File: src/rtl/encoded_counter.sv
// Up/down counter with clear/load and a registered encoded view (binary, Gray or one-hot)
// of the count, plus a one-cycle terminal-count pulse on wrap.
module encoded_counter #(
  parameter  int WIDTH = 3,
  parameter  int MODE  = 1,
  localparam int OUT_W = 2**WIDTH
) (
  input  logic             clk,
  input  logic             rst_n,
  input  logic             clr,
  input  logic             load,
  input  logic [WIDTH-1:0] load_val,
  input  logic             en,
  input  logic             up_dn,
  output logic [WIDTH-1:0] count,
  output logic [OUT_W-1:0] code_out,
  output logic             tc
);

  typedef enum logic [1:0] {ENC_BIN, ENC_GRAY, ENC_ONEHOT} enc_e;

  // Unsupported MODE values fall back to plain binary.
  localparam enc_e ENC = (MODE == 1) ? ENC_GRAY :
                         (MODE == 2) ? ENC_ONEHOT : ENC_BIN;

  logic [WIDTH-1:0] count_q, count_d;
  logic [OUT_W-1:0] code_q, code_d;
  logic             tc_q, tc_d;

  function automatic logic [OUT_W-1:0] encode(input logic [WIDTH-1:0] c);
    logic [OUT_W-1:0] r;
    r = '0;
    case (ENC)
      ENC_GRAY:   r[WIDTH-1:0] = c ^ (c >> 1);
      ENC_ONEHOT: r[c] = 1'b1;
      default:    r[WIDTH-1:0] = c;
    endcase
    return r;
  endfunction

  always_comb begin
    count_d = count_q;
    tc_d    = 1'b0;
    if (clr) begin
      count_d = '0;
    end else if (load) begin
      count_d = load_val;
    end else if (en) begin
      if (up_dn) begin
        count_d = count_q + 1'b1;
        tc_d    = (count_q == '1);
      end else begin
        count_d = count_q - 1'b1;
        tc_d    = (count_q == '0);
      end
    end
    // Encoding the next count keeps code_out aligned with count on the same edge.
    code_d = encode(count_d);
  end

  always_ff @(posedge clk or negedge rst_n) begin
    if (!rst_n) begin
      count_q <= '0;
      code_q  <= encode('0);
      tc_q    <= 1'b0;
    end else begin
      count_q <= count_d;
      code_q  <= code_d;
      tc_q    <= tc_d;
    end
  end

  assign count    = count_q;
  assign code_out = code_q;
  assign tc       = tc_q;

endmodule

File: config.mk
export PLATFORM = sky130hd
export DESIGN_NAME = encoded_counter
export DESIGN_NICKNAME = d
export VERILOG_FILES = /design/src/rtl/encoded_counter.sv
export SDC_FILE = /design/constraint.sdc
export NUM_CORES = 1
export LEC_CHECK = 0
export BUFFER_PORTS_ARGS = -buffer_cell sky130_fd_sc_hd__buf_4
export CAP_MARGIN = 20
export CORE_AREA = 2 2 39 41
export DETAILED_ROUTE_END_ITERATION = 7
export DIE_AREA = 0 0 41 43
export SETUP_SLACK_MARGIN = 0.15
export SYNTH_ARGS = -nofsm -noshare
export SYNTH_HDL_FRONTEND = slang
export SYNTH_SLANG_ARGS = --single-unit
File: constraint.sdc
create_clock -name clk -period 1.67 [get_ports clk]
set_clock_uncertainty 0.2 [all_clocks]
set_input_delay 0.501 -clock clk [delete_from_list [all_inputs] [get_ports clk]]
set_output_delay 0.501 -clock clk [all_outputs]
set_load 0.02 [all_outputs]
==> results of run 1 <==
[power by group]
part | total, mW | switching [mW] | internal (mW) | leakage [nW]
Clock | 0.145 | 0.0543 | 0.0906 | 0.0150
Sequential | 0.170 | 0.00734 | 0.162 | 0.0746
Combinational | 0.192 | 0.0931 | 0.0984 | 0.219
Total | 0.506 | 0.155 | 0.351 | 0.308
[path summary, 6_finish.rpt]
check	slack, ps	cells past startpoint	endpoint
max	-70	5	code_out[1]
min	250	2	count[0]
max reg2reg	-70	5	code_out[1]
min reg2reg	390	2	tc
max in group asynchronous	750	2	code_out[2]
min in group asynchronous	400	2	count[1]
[cell type report]
type                       count  share of cell area [%]
tap                           16                    3.19
timing repair buffer          23                    32.1
multi-input combinational     24                    33.1
inverter                       5                    2.99
clock buffer                   4                    4.19
sequential                     6                    24.4
[worst max-delay path, stage by stage, from the launching register on]
cell                       delay, ps
sky130_fd_sc_hd__dfrtp_2         410
sky130_fd_sc_hd__inv_2            80
sky130_fd_sc_hd__fa_2            440
sky130_fd_sc_hd__mux2i_2         210
sky130_fd_sc_hd__o211ai_2        140
sky130_fd_sc_hd__xnor2_1         140
[cells by family after synthesis]
family                     after synthesis  share of synthesized area, %
AOI/OAI and AO/OA                        4                          10.8
xor gates and xnor gates                 4                          8.92
adders and majority gates                1                          5.10
buffers and inverters                   11                          16.2
DFF                                      6                          38.2
muxes                                    3                          7.64
other                                    1                         0.954
and+or+nand+nor                          7                          12.1
[per-layer routing]
metal / wire [µm] / share of wire, % / global-route usage [%] / vias to the layer above
met5: 0 / 0 / 0 / -
met4: 19 / 2.4 / 12.0 / 0
met3: 40 / 5.1 / 1.57 / 2
met2: 411 / 52 / 15.3 / 14
met1: 319 / 40 / 12.5 / 141
li1: - / - / - / 159
[cells in the mapped netlist]
cell,instances
sky130_fd_sc_hd__nand2b_1,1
sky130_fd_sc_hd__a211oi_2,1
sky130_fd_sc_hd__conb_1,1
sky130_fd_sc_hd__or2_2,1
sky130_fd_sc_hd__mux2i_1,3
sky130_fd_sc_hd__nor3b_1,1
sky130_fd_sc_hd__o211ai_2,1
sky130_fd_sc_hd__inv_1,5
sky130_fd_sc_hd__nor2_1,1
sky130_fd_sc_hd__xor2_1,2
sky130_fd_sc_hd__a21oi_1,1
sky130_fd_sc_hd__nand4_1,1
sky130_fd_sc_hd__xnor2_1,2
sky130_fd_sc_hd__o22ai_2,1
sky130_fd_sc_hd__dfrtp_1,6
sky130_fd_sc_hd__fa_1,1
sky130_fd_sc_hd__nor2b_1,1
sky130_fd_sc_hd__buf_4,6
sky130_fd_sc_hd__or4_4,1
[state kept, by name, indices dropped and copies added, names as in the netlist]
name      flops
count         2
tc            1
code_out      3
[timing repair]
action	CTS	global route
setup endpoints to repair	9	9
setup buffers	2	1
hold endpoints to repair	6	0
gates resized for setup	5	4
hold buffers	1	0
pin swaps	6	0
gates cloned	0	0
==> PnR_summary.wiki, run 1 <==
{| class="wikitable"
! Metric !! Value
|-
| Run status || finished with violations
|-
| Violated checks || setup timing
|-
| Number of antenna repair diodes || 0
|-
| Share of synthesized area occupied by flip-flops and latches || a little under two fifths
|-
| End-of-flow core utilization || a little under half
|-
| First-iteration detailed-routing DRC count || 1
|-
| Worst-path maximum fanout || 3
|-
| Footprint of the flip-flops and latches || approximately 150 µm²
|-
| Fraction of final layout cells sized beyond drive strength 1 || roughly 60%
|-
| Final WL || approximately 790 µm
|-
| Tcrit/Tclk final || 104%
|-
| Category of the most critical setup path || reg2reg
|-
| # port buffers || 15
|-
| Fill cell instance count of the final layout || between 100 and 150
|-
| Nets@finish || 73
|-
| Origin of the critical flop-to-flop path || count[1]
|-
| Worst hold-check path type || in2reg
|-
| Layout Area Growth over Synthesis || 59.6%
|-
| Maximum number of pins on one net before global-route repair || 7
|-
| Master cell of the clock root buffer || sky130_fd_sc_hd__clkbuf_4
|-
| Wire per inst || 10.1 µm
|-
| Power, Total || between 0.5 and 0.6 mW
|-
| Footprint of the multi-input gates || roughly 210 µm²
|-
| P per Cell Area || slightly above 800 nW/µm²
|-
| Overall global routing resource usage || between 10% and 20%
|-
| Commonest cells after routing, fill and taps aside || sky130_fd_sc_hd__buf_4, sky130_fd_sc_hd__buf_6, sky130_fd_sc_hd__conb_1
|-
| Placed Area || approximately 530 µm²
|-
| Final ANT Viol Nets || 0
|-
| Synthesized instance count || 37
|-
| Most common cell after layout, fill and taps aside || sky130_fd_sc_hd__buf_4
|-
| Clock latency on the worst-skew pair || ~250 ps
|-
| Core region area || about 1400 µm²
|-
| Die ar. || ~1800 µm²
|-
| CP Data Required Time || 1590 ps
|-
| Residual DRC count || 0
|-
| Final critical path time including I/O delays and setup || 1740 ps
|-
| Count of endpoints failing setup in the final report || 3
|-
| Clk sinks || 6
|-
| Post-layout instance area || approximately 630 µm²
|-
| Worst EP arrival || approximately 1700 ps
|-
| Post-placement setup slack || -293 ps
|-
| Hold Slack || 251 ps
|-
| Launch point of the critical path || count[1]
|-
| Via count of the first global-routing pass || between 200 and 300
|-
| Maximum clock path buffer count || 2
|-
| Total via count in the routed design || approximately 320
|-
| CTS buffer count || 3
|-
| Unrepaired setup endpoints after global routing || yes
|-
| Num rows || 14
|-
| Synthesized area divided by synthesized cell count || 10.6 µm²
|-
| Leakage power summed over all cells || approximately 0.31 nW
|-
| Max-slew violation total from the final report || 0
|-
| Area share of the largest cell type after synthesis || a little under two fifths
|-
| Synthesized cell area || about 390 µm²
|-
| Setup TNS Final || -176 ps
|-
| Max frequency || around 570 MHz
|-
| Io pins || 21
|-
| Type of element capturing the critical path || register
|-
| Number of H-tree branching levels || 1
|-
| Hold path start || clr
|-
| Launching element type of the critical path || register
|-
| # Max-Cap Violations || 0
|-
| Final Non-Filler Cells || about 80
|-
| CTS tree || built
|-
| Number of different library cells in the post-synthesis netlist || 19
|-
| Crit path setup slack, layout || -74.9 ps
|-
| Initial antenna violation count || 0
|-
| Inst Count DP || 70
|-
| Yosys reg bits || 6
|-
| Post-CTS clock slew at the launch and capture registers of the worst setup and hold paths || around 50 ps
|-
| Warnings, synthesis || 0
|-
| Hold Fails Final Rpt || 0
|-
| Initial core utilization || between 20 and 30%
|-
| Detailed-routing iteration count for the pre-antenna-repair pass || 2
|-
| Top cells by area in the synthesized netlist || sky130_fd_sc_hd__dfrtp_1, sky130_fd_sc_hd__buf_4, sky130_fd_sc_hd__mux2i_1
|-
| Worst voltage drop across the vdd grid || a little under 0.4 mV
|-
| Largest area contributor in the netlist || sky130_fd_sc_hd__dfrtp_1
|-
| Overflow left after global routing || 0
|-
| Wire length of the first global-routing pass || approximately 1200 µm
|-
| Die outline height || 43 µm
|-
| Final Wtd Congestion || around 0.62
|-
| Die extent in x || between 40 and 50 µm
|-
| Via density per instance || approximately 4.1
|}
Note: power is estimated with default switching activity, not from simulation.
==> run 2, diff against run 1 <==
--- a/config.mk
+++ b/config.mk
@@ -14,3 +14,4 @@
 export SYNTH_ARGS = -nofsm -noshare
 export SYNTH_HDL_FRONTEND = slang
 export SYNTH_SLANG_ARGS = --single-unit
+export TNS_END_PERCENT = 5
==> constraint.sdc (replaced) <==
create_clock -name clk -period 1.8 [get_ports clk]
set_clock_uncertainty 0.2 [all_clocks]
set_input_delay 0.54 -clock clk [delete_from_list [all_inputs] [get_ports clk]]
set_output_delay 0.54 -clock clk [all_outputs]
set_load 0.02 [all_outputs]
==> run 2 against run 1 <==
The flow now finishes without violations. Register-to-register slack improved by 150 ps. Non-clock buffer count is 4 lower. Routed wire length shrank 5.3%. Cell area is 9.6% lower. Global-route usage decreased by 0.60 points. Largest cell class unchanged. Largest power group is now sequential cells. Highest routed layer is now met3.
==> PnR_summary.wiki, run 2 (synthesis gave the netlist of run 1 again) <==
{| class="wikitable"
! Metric !! Value
|-
| Run status || finished, final reports clean
|-
| Placed Area || 523 µm² (-1.4%)
|-
| Final critical path time including I/O delays and setup || around 1800 ps
|-
| Worst hold-check path type || in2reg
|-
| Proportion of power drawn by flip-flops and latches || 37.5% (+4.0 points)
|-
| Worst-path maximum fanout || 2 (-1)
|-
| Post-CTS clock slew at the launch and capture registers of the worst setup and hold paths || 40 ps (about the same)
|-
| Via density per instance || 4.07 (+0.42%)
|-
| Overflow left after global routing || 0 (unchanged)
|-
| Clk sinks || 6 (unchanged)
|-
| Net load switching power || 0.130 mW (-16%)
|-
| Clock latency on the worst-skew pair || 240 ps (about the same)
|-
| Number of cells on the worst reg-to-reg path || 6 (+1)
|-
| Maximum clock path buffer count || 2 (unchanged)
|-
| Post-placement setup slack || -209 ps (+83.4 ps)
|-
| Tcrit/Tclk final || between 90% and 100%
|-
| Most common cell after layout, fill and taps aside || sky130_fd_sc_hd__buf_4
|-
| Num rows || 14 (unchanged)
|-
| CTS buffer count || 3 (unchanged)
|-
| Origin of the critical flop-to-flop path || count[0]
|-
| Io pins || 21 (unchanged)
|-
| # Max-Cap Violations || 0 (unchanged)
|-
| Final Wtd Congestion || 0.627 (+1.0%)
|-
| Maximum number of pins on one net before global-route repair || 8 (+1)
|-
| Clock share of power || 27.8% (-0.8 points)
|-
| Critical register-to-register path endpoint || code_out[1]
|-
| CP Data Required Time || 1710 ps (+120 ps)
|-
| Master cell of the clock root buffer || sky130_fd_sc_hd__clkbuf_4
|-
| Die ar. || 1760 µm² (unchanged)
|-
| Initial core utilization || 28.4% (unchanged)
|-
| Part of the power in combinational logic || 34.8% (-3.1 points)
|-
| Buffer and inverter count on the worst path || 1 (unchanged)
|-
| Post-layout instance area || 567 µm² (-9.6%)
|-
| Switching share of total power || 30.6% (about the same)
|-
| Worst EP arrival || 1660 ps (about the same)
|-
| Nets@finish || 69 (-5.5%)
|-
| Largest stage delay on the critical path || 390 ps (-50 ps)
|-
| Max frequency || roughly 570 MHz
|-
| Layout Area Growth over Synthesis || 44.3%
|-
| Cell class contributing the biggest share of worst-path delay || adder cells
|-
| Crit path setup slack, layout || 49.2 ps (+124 ps)
|-
| Launch point of the critical path || up_dn
|-
| Die outline height || 43 µm (unchanged)
|-
| Total via count in the routed design || 297 (-6.0%)
|-
| Core region area || 1380 µm² (unchanged)
|-
| Wire per inst || 10.3 µm (+1.2%)
|-
| Number of cells on the critical path || 6 (+1)
|-
| Flip-flop count of the largest register, all copies and words added || 3 (unchanged)
|-
| Type of element capturing the critical path || register
|-
| Final WL || 749 µm (-5.3%)
|-
| Count of endpoints failing setup in the final report || 0 (-3)
|-
| Final ANT Viol Nets || 0 (unchanged)
|-
| Number of H-tree branching levels || 1 (unchanged)
|-
| Commonest cells after routing, fill and taps aside || sky130_fd_sc_hd__buf_4, sky130_fd_sc_hd__conb_1, sky130_fd_sc_hd__dfrtp_1
|-
| Internal Power || 0.296 mW (-16%)
|-
| Critical path cell sequence || buf_6, fa_2, xor2_2, mux2i_1, o22ai_2, xnor2_1
|-
| Max-slew violation total from the final report || 0 (unchanged)
|-
| # port buffers || 15 (unchanged)
|-
| P per Cell Area || 752 nW/µm² (-6.8%)
|-
| Die extent in x || 41 µm (unchanged)
|-
| Hold Fails Final Rpt || 0 (unchanged)
|-
| Launching element type of the critical path || primary input
|-
| Residual DRC count || 0 (unchanged)
|-
| Number of antenna repair diodes || 0 (unchanged)
|-
| End-of-flow core utilization || 41.0% (-4.3 points)
|-
| Detailed-routing iteration count for the pre-antenna-repair pass || 2 (unchanged)
|-
| Slowest stage cell on the critical path || sky130_fd_sc_hd__fa_2
|-
| Category of the most critical setup path || in2reg
|-
| Worst voltage drop across the vdd grid || 0.425 mV (+10%)
|-
| Setup TNS Final || 0 ps (+176 ps)
|-
| Initial antenna violation count || 0 (unchanged)
|-
| Reg2Reg Setup Slack || 80 ps (+150 ps)
|-
| Wire length of the first global-routing pass || 1180 µm (unchanged)
|-
| Unrepaired setup endpoints after global routing || yes
|-
| Leakage power summed over all cells || 0.283 nW (-8.3%)
|-
| Crit path capture || code_out[1]
|-
| Overall global routing resource usage || 10.3% (-0.60 points)
|-
| Fraction of final layout cells sized beyond drive strength 1 || 56.1% (-3.5 points)
|-
| Via count of the first global-routing pass || 290 (-1.0%)
|-
| First-iteration detailed-routing DRC count || 2 (+1)
|-
| CTS tree || built
|}
run 2: changes by cell type in the layout (fill, tap and decap cells not counted):
cell                       delta
sky130_fd_sc_hd__buf_6        -6
sky130_fd_sc_hd__clkbuf_1     -1
sky130_fd_sc_hd__mux2i_2      -1
sky130_fd_sc_hd__buf_4        +2
sky130_fd_sc_hd__mux2i_1      +1
run 2: through the flow:
stage	hold WS, ps	cells	power, mW
after CTS	299	73	0.430
after global routing	290	73	0.461
after detailed placement	149	69	0.305
after floorplan	44.4	41	0.253
after global placement	148	69	0.304
final	308	73	0.426
run 2: worst reg2reg max path, delay by kind of cell (launching register included):
family / cells / cell delay (ps)
flops: 1 / 360
fa+ha+maj: 1 / 360
xor+xnor: 2 / 290
mux: 1 / 240
compound gates: 1 / 110
buf+inv: 1 / 40
run 2: timing repair:
| action | in CTS | in global routing |
|---|---|---|
| endpoints found under the setup margin | 6 | 8 |
| hold endpoints to repair | 6 | 0 |
| buffers inserted | 0 | 0 |
| hold buffers | 1 | 0 |
| gates resized for setup | 1 | 1 |
| pin swaps | 4 | 0 |
run 2: how the worst min path moves through the flow:
stage	end	startpoint	cells after the start	slack, ps
after global routing	count[0]	clr	2	290
after global placement	code_out[0]	rst_n	1	150
final	count[0]	clr	2	310
after floorplan	code_out[0]	rst_n	0	40
after CTS	count[0]	clr	2	300
after detailed placement	tc	rst_n	1	150
run 2: layer usage:
| layer | up-vias | wire length, µm | GRT usage (%) |
|---|---|---|---|
| met5 | - | 0 | 0 |
| met4 | 0 | 0 | 6.00 |
| met3 | 0 | 59 | 4.71 |
| met2 | 13 | 345 | 13.8 |
| met1 | 133 | 344 | 13.2 |
| li1 | 151 | - | - |
run 2: final cells by class:
cell class,instances,area (µm²)
Inverter,5,18.8
Tap cell,16,20.0
Timing Repair Buffer,19,149
Clock buffer,3,22.5
Sequential cell,6,153
Fill cell,142,817
Multi-Input combinational cell,24,204
run 2: power by group through the flow:
| stage | logic (mW) | registers [mW] | clock network [mW] |
|---|---|---|---|
| floorplan | 0.0713 | 0.182 | 0 |
| global placement | 0.142 | 0.161 | 0 |
| detailed placement | 0.144 | 0.161 | 0 |
| CTS | 0.146 | 0.159 | 0.125 |
| global route | 0.161 | 0.162 | 0.137 |
| finish | 0.148 | 0.160 | 0.118 |
